`src/rtl/ypc_pkg.sv`:
```
// Shared definitions for the YPC core sequencer: state encoding, datapath width, reset PC.
package ypc_pkg;

  localparam int          XLEN             = 32;
  localparam logic [31:0] RESET_PC_DEFAULT = 32'h8000_0000;
  localparam int          TIMEOUT_DEFAULT  = 255;

  typedef enum logic [2:0] {
    FETCH  = 3'd0,
    WAIT   = 3'd1,
    DECODE = 3'd2,
    EXEC   = 3'd3,
    WB     = 3'd4,
    HALT   = 3'd5,
    FAULT  = 3'd6
  } state_e;

endpackage

```
`src/rtl/ypc_fetch_wdog.sv`:
```
// Fetch-wait watchdog, only instantiated when YPC_FETCH_TIMEOUT_EN is defined.
// expired_o is raised during the LIMIT-th consecutive WAIT cycle.
module ypc_fetch_wdog #(
  parameter int LIMIT = 255
) (
  input  logic clk,
  input  logic reset,
  input  logic clear_i,
  input  logic count_i,
  output logic expired_o
);

  localparam logic [7:0] LAST = 8'(LIMIT - 1);

  logic [7:0] cnt_q;

  always_ff @(posedge clk or negedge reset) begin
    if (!reset) begin
      cnt_q <= 8'd0;
    end else if (clear_i) begin
      cnt_q <= 8'd0;
    end else if (count_i && cnt_q != 8'hFF) begin
      cnt_q <= cnt_q + 8'd1;
    end
  end

  assign expired_o = count_i && (cnt_q == LAST);

endmodule

```
`src/rtl/ypc_ctrl_fsm.sv`:
```
// Multi-cycle FETCH/WAIT/DECODE/EXEC/WB sequencer for the YPC core.
// Optional fetch-wait watchdog enabled by defining YPC_FETCH_TIMEOUT_EN.
module ypc_ctrl_fsm #(
  parameter logic [31:0] RESET_PC       = ypc_pkg::RESET_PC_DEFAULT,
  parameter int          XLEN           = ypc_pkg::XLEN,
  parameter int          TIMEOUT_CYCLES = ypc_pkg::TIMEOUT_DEFAULT
) (
  input  logic            clk,
  input  logic            reset,
  output logic            imem_req_vld,
  input  logic            imem_req_rdy,
  output logic [XLEN-1:0] imem_addr,
  input  logic            imem_rsp_vld,
  input  logic [31:0]     imem_rsp_data,
  output logic [31:0]     inst,
  input  logic            dec_isbreak,
  input  logic            dec_illegal,
  input  logic            dec_regwen,
  input  logic [XLEN-1:0] ex_result,
  output logic            rf_wen,
  output logic [XLEN-1:0] rf_wdata,
  output logic [XLEN-1:0] pc,
  output logic            halt,
  output logic            fault,
  output logic [XLEN-1:0] ret,
  output logic [31:0]     instret,
  output logic [2:0]      dbg_state_o
);

  import ypc_pkg::*;

  if (XLEN != 32 || TIMEOUT_CYCLES < 1 || TIMEOUT_CYCLES > 255) begin : g_bad_cfg
    $error("ypc_ctrl_fsm: unsupported XLEN or TIMEOUT_CYCLES");
  end

  state_e            state_q;
  logic [XLEN-1:0]   pc_q;
  logic [31:0]       inst_q;
  logic              rf_wen_q;
  logic [XLEN-1:0]   rf_wdata_q;
  logic              halt_q;
  logic              fault_q;
  logic [XLEN-1:0]   ret_q;
  logic [31:0]       instret_q;
  logic              timeout;

`ifdef YPC_FETCH_TIMEOUT_EN
  ypc_fetch_wdog #(.LIMIT(TIMEOUT_CYCLES)) u_wdog (
    .clk       (clk),
    .reset     (reset),
    .clear_i   ((state_q == FETCH) && imem_req_rdy),
    .count_i   (state_q == WAIT),
    .expired_o (timeout)
  );
`else
  assign timeout = 1'b0;
`endif

  // Handshakes: a request transfers on a cycle where imem_req_vld && imem_req_rdy;
  // vld stays high with a stable address until then. A response is taken only in
  // WAIT, on any cycle with imem_rsp_vld high; it has no backpressure.
  always_ff @(posedge clk or negedge reset) begin
    if (!reset) begin
      state_q    <= FETCH;
      pc_q       <= RESET_PC;
      inst_q     <= 32'd0;
      rf_wen_q   <= 1'b0;
      rf_wdata_q <= '0;
      halt_q     <= 1'b0;
      fault_q    <= 1'b0;
      ret_q      <= '0;
      instret_q  <= 32'd0;
    end else begin
      rf_wen_q <= 1'b0;
      case (state_q)
        FETCH: if (imem_req_rdy) state_q <= WAIT;
        WAIT: begin
          // A response in the same cycle the watchdog expires still wins.
          if (imem_rsp_vld) begin
            inst_q  <= imem_rsp_data;
            state_q <= DECODE;
          end else if (timeout) begin
            fault_q <= 1'b1;
            state_q <= FAULT;
          end
        end
        DECODE: begin
          if (dec_illegal) begin
            fault_q <= 1'b1;
            state_q <= FAULT;
          end else if (dec_isbreak) begin
            halt_q    <= 1'b1;
            instret_q <= instret_q + 32'd1;
            state_q   <= HALT;
          end else begin
            state_q <= EXEC;
          end
        end
        EXEC: begin
          rf_wdata_q <= ex_result;
          rf_wen_q   <= dec_regwen;
          state_q    <= WB;
        end
        WB: begin
          if (rf_wen_q) ret_q <= rf_wdata_q;
          pc_q      <= pc_q + XLEN'(4);
          instret_q <= instret_q + 32'd1;
          state_q   <= FETCH;
        end
        default: state_q <= state_q;
      endcase
    end
  end

  assign imem_req_vld = (state_q == FETCH);
  assign imem_addr    = pc_q;
  assign inst         = inst_q;
  assign rf_wen       = rf_wen_q;
  assign rf_wdata     = rf_wdata_q;
  assign pc           = pc_q;
  assign halt         = halt_q;
  assign fault        = fault_q;
  assign ret          = ret_q;
  assign instret      = instret_q;
  assign dbg_state_o  = state_q;

endmodule

```
`config.mk`:
```
export PLATFORM = sky130hd
export DESIGN_NAME = ypc_ctrl_fsm
export DESIGN_NICKNAME = d
export VERILOG_FILES = /design/src/rtl/ypc_pkg.sv /design/src/rtl/ypc_fetch_wdog.sv /design/src/rtl/ypc_ctrl_fsm.sv
export SDC_FILE = /design/constraint.sdc
export NUM_CORES = 1
export LEC_CHECK = 0
export ABC_AREA = 1
export ABC_CLOCK_PERIOD_IN_PS = 2450
export BUFFER_PORTS_ARGS = -buffer_cell sky130_fd_sc_hd__buf_2
export CAP_MARGIN = 20
export CORE_MARGIN = 4
export CORE_UTILIZATION = 54
export DETAILED_ROUTE_END_ITERATION = 7
export HOLD_SLACK_MARGIN = 0.02
export PLACE_DENSITY = 0.86
export SLEW_MARGIN = 10
export SYNTH_ARGS = -nofsm -noshare
export SYNTH_HDL_FRONTEND = slang
export SYNTH_HIERARCHICAL = 1
export SYNTH_SLANG_ARGS = --single-unit
```
`constraint.sdc`:
```
create_clock -name clk -period 2.45 [get_ports clk]
set_input_delay 0.1225 -clock clk [delete_from_list [all_inputs] [get_ports clk]]
set_output_delay 0.1225 -clock clk [all_outputs]
set_load 0.01 [all_outputs]
```
==> run summary, run 1 <==
The run finished with clean final reports. The cell sitting at the root of the clock tree is a sky130_fd_sc_hd__clkbuf_16. The routability congestion estimate from global placement is 0.923. The number of warnings issued by yosys came out at 6. The number of routed nets with antenna violations came out at 0.

The smallest clock period supported by the final layout is computed as 1.95 ns. The number of vias per cell is around 5.2. The post-route setup TNS is 0 ns. The width of the die came out at 127 um.

STA puts the critical path data required time at around 2.8 ns. Of the cells placed in the final design, the portion with a size suffix greater than 1 is 31.4%. The mean instance size in the synthesized netlist is 9.09 um2. The detail-routed net length per standard cell is between 15 and 20 um. The number of failing hold endpoints at the final stage is 0. Walking the worst path, the cells encountered are nor2_4 > nand2_2 > inv_2 > nand2_4 > mux2_2. The total number of vias is 6934.

The end of the worst register-to-register path is ret[23]$_DFFE_PN0P_. The sequential share of the synthesized area is 54.0%. The worst hold path was traced through 4 stages. Summing internal, switching and leakage power gives 5.67 mW. STA classifies the critical path endpoint as a register.

The half-perimeter wire length after placement is ~15 mm. Setup repair after global routing left no endpoint under its margin. The switching power share of the total came out at 22.6%. The initial DRC count is 449. The count of final max-slew check failures came out at 0. For this design, the slowest cell found on the critical path is sky130_fd_sc_hd__dfrtp_1. The clock passes through at most 2 buffers.

The number of nets at the end of the flow came out at 1218. The CTS tree is done. The arrival time reported for the critical path endpoint came out at 2.25 ns. The slew at the pin with the worst max-slew slack came out at 0.684 ns.

The number of instances in the synthesized netlist is approximately 840. For hold timing, the worst endpoint is dbg_state_o[0]$_DFFE_PN0P_. The final clock skew is 0.0108 ns. The number of max-cap violations came out at 0. The headroom to the max-slew limit came out at 54.4%. For this design the static power due to leakage is 5.52 nW. Counting both buffers and inverters, the worst setup path holds a total of 1.

The startpoint identified for the worst hold timing path is imem_rsp_vld. The core box area is roughly 0.014 mm2. The worst register-to-register path begins at dbg_state_o[1]$_DFFE_PN0P_. The minimum setup slack among reg-to-reg paths is ~0.50 ns. The wire length of the first global-routing pass came out at ~36 mm. STA classifies the critical path startpoint as a register. The stage delay of the slowest cell on the critical path came out at between 0.5 and 0.6 ns. In this run, the clock network consumes roughly 48% of the power.

Based on the critical path, the design can be clocked at up to 0.512 GHz. The synthesized area is 0.00761 mm2. The via count of the first global-routing pass came out at 6962. For the worst-skew pair, the clock arrives at the later sink with an insertion delay of 0.42 ns.

The share of the clock period used by the worst path after layout came out at 79.6%. The initial standard-cell utilization of the core is 55.0%. The count of input and output buffers is ~270. The internal power of the cells is around 4.4 mW. After clock tree synthesis, the clock-pin slew on the worst setup and hold paths is 0.06 ns. The sum of routed wire length over all layers is 22.3 mm. The die extent in y came out at 127 um. After global routing the overflow that remains totals 0. The post-route DRC violation count came out at 0. The net switching component of the power is 1.28 mW.

The share of total power in sequential cells came out at between 40% and 50%. The number of buffers added by the clock tree synthesis step came out at 17. The filler cell count is 910. Across the VDD grid, the largest voltage drop is ~420 uV. The worst register-to-register path has a depth of 5. Combinational logic is responsible for 4.0% of the overall power.

For this design the ratio of total power to cell area is 558 mW/mm2. The largest net degree at the start of global routing is 73. The worst hold path class is input pin to register. In this run the number of H-tree levels came out at 4. The pre-antenna-repair detailed-routing pass consisted of 5 iterations.

The kind of critical path is register to register. Leaving out fill and tap cells, the most frequent cells in the layout are sky130_fd_sc_hd__buf_2, sky130_fd_sc_hd__nand2_1, sky130_fd_sc_hd__dfrtp_1. The total track usage is 27.7%.

The maximum fanout encountered on the critical timing path is between 50 and 60. The initial antenna violation count is 2. The synthesis-to-layout area growth came out at 33.7%.

The area enclosed by the die boundary came out at about 0.016 mm2. The number of register bits inferred by synthesis came out at 164. Setup violations remaining at the end of the flow were counted as 0. The number of placement rows is 43. Pin placement for this block handled 270 I/O pins. The commonest non-fill, non-tap cell in the layout is sky130_fd_sc_hd__buf_2. The count of unique library cells instantiated by Yosys came out at 32.

The top cell family by delay on the critical path is simple AND/OR/NAND/NOR gates. The clock net in this run drives a total of 164 sinks.
==> synth_stat cells <==
cell type	count	area, um2
sky130_fd_sc_hd__nand2_1	239	897
sky130_fd_sc_hd__dfrtp_1	163	4080
sky130_fd_sc_hd__inv_1	82	308
sky130_fd_sc_hd__nor2_1	71	267
sky130_fd_sc_hd__o21ai_0	53	265
sky130_fd_sc_hd__buf_4	38	285
sky130_fd_sc_hd__mux2_2	37	417
sky130_fd_sc_hd__nand3_1	35	175
sky130_fd_sc_hd__nand4_1	23	144
sky130_fd_sc_hd__xor2_1	21	184
sky130_fd_sc_hd__nor3_1	12	60.1
sky130_fd_sc_hd__xnor2_1	11	96.3
sky130_fd_sc_hd__buf_2	6	30.0
sky130_fd_sc_hd__nand3b_1	6	45.0
sky130_fd_sc_hd__clkbuf_1	5	18.8
sky130_fd_sc_hd__mux2_4	4	60.1
sky130_fd_sc_hd__nor2_2	4	25.0
sky130_fd_sc_hd__nor2_4	4	45.0
sky130_fd_sc_hd__buf_6	3	33.8
sky130_fd_sc_hd__inv_2	3	11.3
sky130_fd_sc_hd__nand2_2	3	18.8
sky130_fd_sc_hd__ha_1	2	25.0
sky130_fd_sc_hd__nand2_4	2	22.5
sky130_fd_sc_hd__nand3_2	2	20.0
sky130_fd_sc_hd__a21oi_1	1	5.00
sky130_fd_sc_hd__conb_1	1	3.75
sky130_fd_sc_hd__dfstp_2	1	26.3
sky130_fd_sc_hd__nor3_2	1	10.0
sky130_fd_sc_hd__nor3b_1	1	7.51
sky130_fd_sc_hd__o211ai_1	1	7.51
sky130_fd_sc_hd__o21bai_1	1	7.51
sky130_fd_sc_hd__or2_2	1	6.26
==> worst max path at each step <==
stage	slack, ns	end	depth (start not counted)	startpoint
2_1_floorplan	0.94	ret[27]$_DFFE_PN0P_	6	dbg_state_o[1]$_DFFE_PN0P_
3_3_place_gp	0.58	ret[23]$_DFFE_PN0P_	5	dbg_state_o[1]$_DFFE_PN0P_
3_5_place_dp	0.53	ret[23]$_DFFE_PN0P_	5	dbg_state_o[1]$_DFFE_PN0P_
4_1_cts	0.52	ret[23]$_DFFE_PN0P_	5	dbg_state_o[1]$_DFFE_PN0P_
5_1_grt	0.39	ret[26]$_DFFE_PN0P_	5	dbg_state_o[1]$_DFFE_PN0P_
6_report	0.50	ret[23]$_DFFE_PN0P_	5	dbg_state_o[1]$_DFFE_PN0P_
==> flip-flops by register name, indices dropped and copies added, names as in the netlist <==
name / count
dbg_state_o: 3
fault: 1
halt: 1
imem_addr: 30
inst: 32
instret: 32
ret: 32
rf_wdata: 32
rf_wen: 1
==> layer usage <==
metal  share of wire (%)  track usage, %  vias up  wire length, um
met4                 2.4            10.4        0              527
met3                 8.3            7.66       53             1860
met1                  38            33.4     3310             8580
li1                    -               -     3238                -
met5                   0               0        -                0
met2                  51            47.7      333            11400
==> power groups by stage <==
stage	Sequential [mW]	Combinational (mW)	Clock, mW
6_report	2.71	0.224	2.73
5_1_grt	2.71	0.245	2.88
4_1_cts	2.71	0.218	2.75
3_5_place_dp	2.76	0.133	0
3_3_place_gp	2.76	0.129	0
2_1_floorplan	2.76	0.0122	0
==> stage by stage <==
stage | hold slack (ns) | setup WS, ns | instances | utilization, % | cell area [um2]
CTS | 0.0824 | 0.519 | 1338 | 73.5 | 10200
global route | 0.193 | 0.388 | 1340 | 73.5 | 10200
floorplan | -0.173 | 0.940 | 840 | - | 7620
global placement | 0.179 | 0.583 | 1237 | 64.1 | 8870
finish | 0.108 | 0.499 | 1340 | 73.5 | 10200
detailed placement | 0.194 | 0.529 | 1237 | 64.1 | 8870
==> timing repair <==
action,4_1_cts,5_1_grt
endpoints found under the hold margin,136,0
hold buffers,69,0
resized for setup,0,0
setup buffers,0,0
==> final cells by class <==
class                           count  area, um2  share of cell area [%]
Sequential cell                   164       4110                    40.4
Antenna cell                        2       5.00                  0.0492
Clock buffer                       18        439                    4.32
Tap cell                          180        225                    2.22
Multi-Input combinational cell    539       2830                    27.9
Timing Repair Buffer              338       2080                    20.4
Inverter                           85        319                    3.14
Clock inverter                     14        163                    1.60
==> logic make-up (layout without fill, tap and decap cells) <==
| logic type | count (synthesis) | after routing | share of synthesized area, % |
|---|---|---|---|
| AOI/OAI and AO/OA | 56 | 56 | 3.75 |
| xor gates and xnor gates | 32 | 32 | 3.68 |
| adders and majority gates | 2 | 2 | 0.329 |
| buffers and inverters | 137 | 455 | 9.03 |
| DFF | 164 | 164 | 54.0 |
| muxes | 41 | 41 | 6.27 |
| other | 1 | 6 | 0.0493 |
| and+or+nand+nor | 404 | 404 | 22.9 |
==> worst min-delay path: stages <==
cell and delay (ns):
sky130_fd_sc_hd__buf_2 0.09, sky130_fd_sc_hd__nor2_1 0.04, sky130_fd_sc_hd__nor2_1 0.11, sky130_fd_sc_hd__o21ai_0 0.10
(Power assumes the default switching activity.)
==> run 2, diff against run 1 <==
--- a/config.mk
+++ b/config.mk
@@ -5,15 +5,15 @@
 export SDC_FILE = /design/constraint.sdc
 export NUM_CORES = 1
 export LEC_CHECK = 0
-export ABC_AREA = 1
-export ABC_CLOCK_PERIOD_IN_PS = 2450
+export ABC_AREA = 0
+export ABC_CLOCK_PERIOD_IN_PS = 1700
 export BUFFER_PORTS_ARGS = -buffer_cell sky130_fd_sc_hd__buf_2
 export CAP_MARGIN = 20
 export CORE_MARGIN = 4
-export CORE_UTILIZATION = 54
+export CORE_UTILIZATION = 44
 export DETAILED_ROUTE_END_ITERATION = 7
 export HOLD_SLACK_MARGIN = 0.02
-export PLACE_DENSITY = 0.86
+export PLACE_DENSITY = 0.76
 export SLEW_MARGIN = 10
 export SYNTH_ARGS = -nofsm -noshare
 export SYNTH_HDL_FRONTEND = slang
==> constraint.sdc (replaced) <==
create_clock -name clk -period 1.7 [get_ports clk]
set_input_delay 0.085 -clock clk [delete_from_list [all_inputs] [get_ports clk]]
set_output_delay 0.085 -clock clk [all_outputs]
set_load 0.01 [all_outputs]
==> run 2 against run 1 <==
Net effect:
- flip-flop and latch count unchanged
- register-to-register slack lost 0.47 ns
- non-clock buffer count grew 52
- global-route usage is 7.7 points lower
- synthesized cell count shrank 37%
- combinational power increased to 21 times the previous value
- setup slack got worse by 0.47 ns
- sequential power up 110%
- critical path depth is 2 higher
- fmax grew 17%
- total power grew 150%
- via count is 21% lower
- highest routed layer unchanged
==> run summary, run 2 <==
The maximum clock insertion buffer count came out at 2 (unchanged). The initial antenna violation count is 0 (-2). The number of nets at the end of the flow is 958 (-21%). Yosys attributes the largest share of cell area to sky130_fd_sc_hd__dfrtp_1, sky130_fd_sc_hd__mux2_2, sky130_fd_sc_hd__xnor2_1, sky130_fd_sc_hd__buf_4, sky130_fd_sc_hd__nand4_1. The minimum clock period after layout is 1.67 ns (-0.280 ns). The arrival time reported for the critical path endpoint came out at 1.97 ns (-0.28 ns). The flow ran to the end, and the final reports show no timing, DRC or antenna violations. The number of placement rows was 45 (+4.7%). The maximum fanout encountered on the critical timing path is 5 (-91%). The number of failing hold endpoints at the final stage came out at 0 (unchanged). The number of register bits inferred by synthesis is 164 (unchanged). The minimum setup slack among reg-to-reg paths came out at 0.03 ns (-0.47 ns). Of all cell types, the one taking the most synthesized area is sky130_fd_sc_hd__dfrtp_1. The worst setup path is of the register to register kind.

The area enclosed by the die boundary is 0.0180 mm2 (+12%). The mean instance size in the synthesized netlist was 13.4 um2 (+47%). The number of vias per cell was 4.96 (-4.2%). The post-placement setup slack came out at -0.0303 ns (-0.559 ns). The number of warnings issued by yosys was 6 (unchanged). The power density over the cells was 1370 mW/mm2 (+150%). The sum of routed wire length over all layers is 18.5 mm (-17%). The number of antenna cells inserted is 0 (-2). The post-route DRC violation count is 0 (unchanged). The number of failing setup endpoints in the final timing report is 0 (unchanged). In this run the critical register-to-register path is launched from dbg_state_o[1]$_DFFE_PN0P_.

The total congestion overflow is 0 (unchanged). The worst setup margin is 0.0286 ns (-0.470 ns). The initial standard-cell utilization of the core is 45.5% (-9.5 points). The total number of vias is 5484 (-21%).

The synthesis-to-layout area growth is 46.3%. The H-tree depth reported by CTS came out at 4 (unchanged). The total placed instance area came to 0.00875 mm2 (-1.4%).

The library cell used most frequently in the layout, excluding fill and tap cells, is sky130_fd_sc_hd__buf_2. The data required time of the worst path came out at 1.99 ns (-0.76 ns). The most critical setup path has its endpoint at instret[27]$_DFFE_PN0P_.

The proportion of synthesized flip-flops having asynchronous set or reset is 100% (unchanged). The half-perimeter wire length after placement was 12.4 mm (-15%). The clock input transition at the sequential cells of the worst setup and hold paths came out at 0.06 ns (about the same). The routability congestion estimate from global placement was 0.807 (-13%).

The die extent in y is 134 um (+6.0%). The final clock skew was 0.00788 ns (-0.00289 ns). The worst hold path class is input pin to register. In the synthesized netlist, the cells that appear most often are sky130_fd_sc_hd__dfrtp_1, sky130_fd_sc_hd__mux2_2, sky130_fd_sc_hd__xnor2_1. The number of routed nets with antenna violations came out at 0 (unchanged). The sequential share of the synthesized area is 58.5% (+4.5 points).

The cell leakage power is 5.07 nW (-8.3%). The count of input and output buffers is 265 (unchanged). Setup repair after global routing could not meet its margin everywhere. The number of flops mapped to enable cells by yosys came out at 0 (unchanged). The largest net degree at the start of global routing is 46 (-37%). The count of unique library cells instantiated by Yosys is 44 (+38%). The most common cell in the synthesized netlist is sky130_fd_sc_hd__dfrtp_1. The summed area of non-filler cells in the final layout came out at 0.0103 mm2 (+0.93%).

TritonCTS built the clock tree. The detail-routed net length per standard cell is 16.7 um (+0.30%). The clock latency reported for the late side of the worst-skew pair is 0.41 ns (about the same). In the synthesized netlist the dominant register cell turns out to be sky130_fd_sc_hd__dfrtp_1. The most critical setup path has its startpoint at dbg_state_o[1]$_DFFE_PN0P_.

The wire length of the first global-routing pass is 29.1 mm (-18%). Leaving out fill and tap cells, the most frequent cells in the layout are sky130_fd_sc_hd__buf_2, sky130_fd_sc_hd__dfrtp_1, sky130_fd_sc_hd__mux2_2. The number of max-cap violations was 0 (unchanged). The core box area is 0.0154 mm2 (+12%). The share of the synthesized area in the top cell type is 58.1% (+4.5 points). The number of buffers added by the clock tree synthesis step came out at 17 (unchanged). The buffer type at the clock tree root is sky130_fd_sc_hd__clkbuf_16. The count of cells along the worst register-to-register path is 7 (+2). The total power came out at 14.0 mW (+150%). The total track usage came out at 20.0% (-7.7 points). The highest ir drop seen on vdd came out at 955 uV (+130%).

The worst setup path is captured at a register. The number of top-level pins came to 270 (unchanged). The total clock sinks came to 164 (unchanged). The count of final max-slew check failures came out at 0 (unchanged). The number of iterations in the first detailed-routing pass is 4 (-1). The via count of the first global-routing pass is 5772 (-17%).

The startpoint kind of the worst setup timing path is a register. The number of instances in the synthesized netlist is 524 (-37%). The synthesized area was 0.00702 mm2 (-7.8%). The initial DRC count came out at 160 (-64%). The share of cells above drive strength 1 came out at 53.2% (+22 points). The width of the die is 134 um (+6.0%). The share of the clock period used by the worst path after layout is 98.3% (+19 points).

The worst register-to-register path ends at instret[27]$_DFFE_PN0P_. The achievable clock frequency is 0.598 GHz (+17%).
-- run 2: worst min path at each step --
stage | startpoint | end | depth (start not counted)
after CTS | imem_rsp_vld | dbg_state_o[0]$_DFFE_PN0P_ | 4
after global placement | reset | instret[11]$_DFFE_PN0P_ | 1
after detailed placement | reset | instret[11]$_DFFE_PN0P_ | 1
after floorplan | reset | dbg_state_o[0]$_DFFE_PN0P_ | 0
after global routing | imem_req_rdy | dbg_state_o[0]$_DFFE_PN0P_ | 3
final | imem_req_rdy | dbg_state_o[0]$_DFFE_PN0P_ | 3
-- run 2: final cells by class --
type | instances | area (um2)
sequential | 164 | 4110
fill | 1146 | 5160
clock buffer | 19 | 433
inverter | 4 | 15.0
multi-input combinational | 308 | 2690
tap | 211 | 264
timing repair buffer | 390 | 2650
clock inverter | 10 | 113
-- run 2: cells by family (layout without fill, tap and decap cells) --
| kind of cell | after synthesis | count (layout) | synth area share [%] |
|---|---|---|---|
| AO/OA/AOI/OAI | 10 | 10 | 1.36 |
| XOR/XNOR | 60 | 60 | 7.49 |
| adder cells (fa/ha/maj) | 2 | 2 | 0.357 |
| buffers and inverters | 55 | 423 | 5.08 |
| flip-flops | 164 | 164 | 58.5 |
| multiplexers | 98 | 98 | 15.7 |
| other | 1 | 4 | 0.0535 |
| AND/OR/NAND/NOR | 134 | 134 | 11.4 |
-- run 2: what timing repair did --
item                       4_1_cts  5_1_grt
buffers inserted                 2        6
hold buffers                    67        0
pin swaps                        7       17
resized for setup                5       24
hold endpoints to repair       219        0
gates cloned                     1        4
setup endpoints to repair       48       75
-- run 2: power by group --
group / internal, mW / total [mW] / switching (mW)
clock network: 2.13 / 3.62 / 1.49
logic: 2.51 / 4.74 / 2.22
registers: 4.99 / 5.67 / 0.684
total: 9.63 / 14.0 / 4.39
-- run 2: critical path: stages, from the launching register on --
cell	delay, ns
sky130_fd_sc_hd__dfrtp_2	0.38
sky130_fd_sc_hd__buf_4	0.12
sky130_fd_sc_hd__nand4bb_4	0.13
sky130_fd_sc_hd__buf_6	0.14
sky130_fd_sc_hd__a2111oi_4	0.32
sky130_fd_sc_hd__buf_4	0.20
sky130_fd_sc_hd__nand4_1	0.11
sky130_fd_sc_hd__xnor2_1	0.15
-- run 2: through the flow --
stage / TNS [ns] / hold slack [ns] / std cells / util [%]
floorplan: -0.183 / -0.211 / 527 / -
global placement: 0 / 0.0577 / 998 / 56.7
detailed placement: -0.383 / 0.0560 / 998 / 56.7
CTS: -0.00816 / 0.0286 / 1097 / 64.8
global route: -0.738 / 0.0445 / 1106 / 66.5
finish: 0 / 0.0588 / 1106 / 66.5
-- run 2: per-layer routing --
layer / wire length [um] / global-route usage, % / share of wire [%] / vias up
li1: - / - / - / 2526
met1: 7380 / 24.2 / 40 / 2722
met2: 9440 / 34.3 / 51 / 204
met3: 1290 / 5.70 / 6.9 / 32
met4: 394 / 7.35 / 2.1 / 0
met5: 0 / 0 / 0 / -
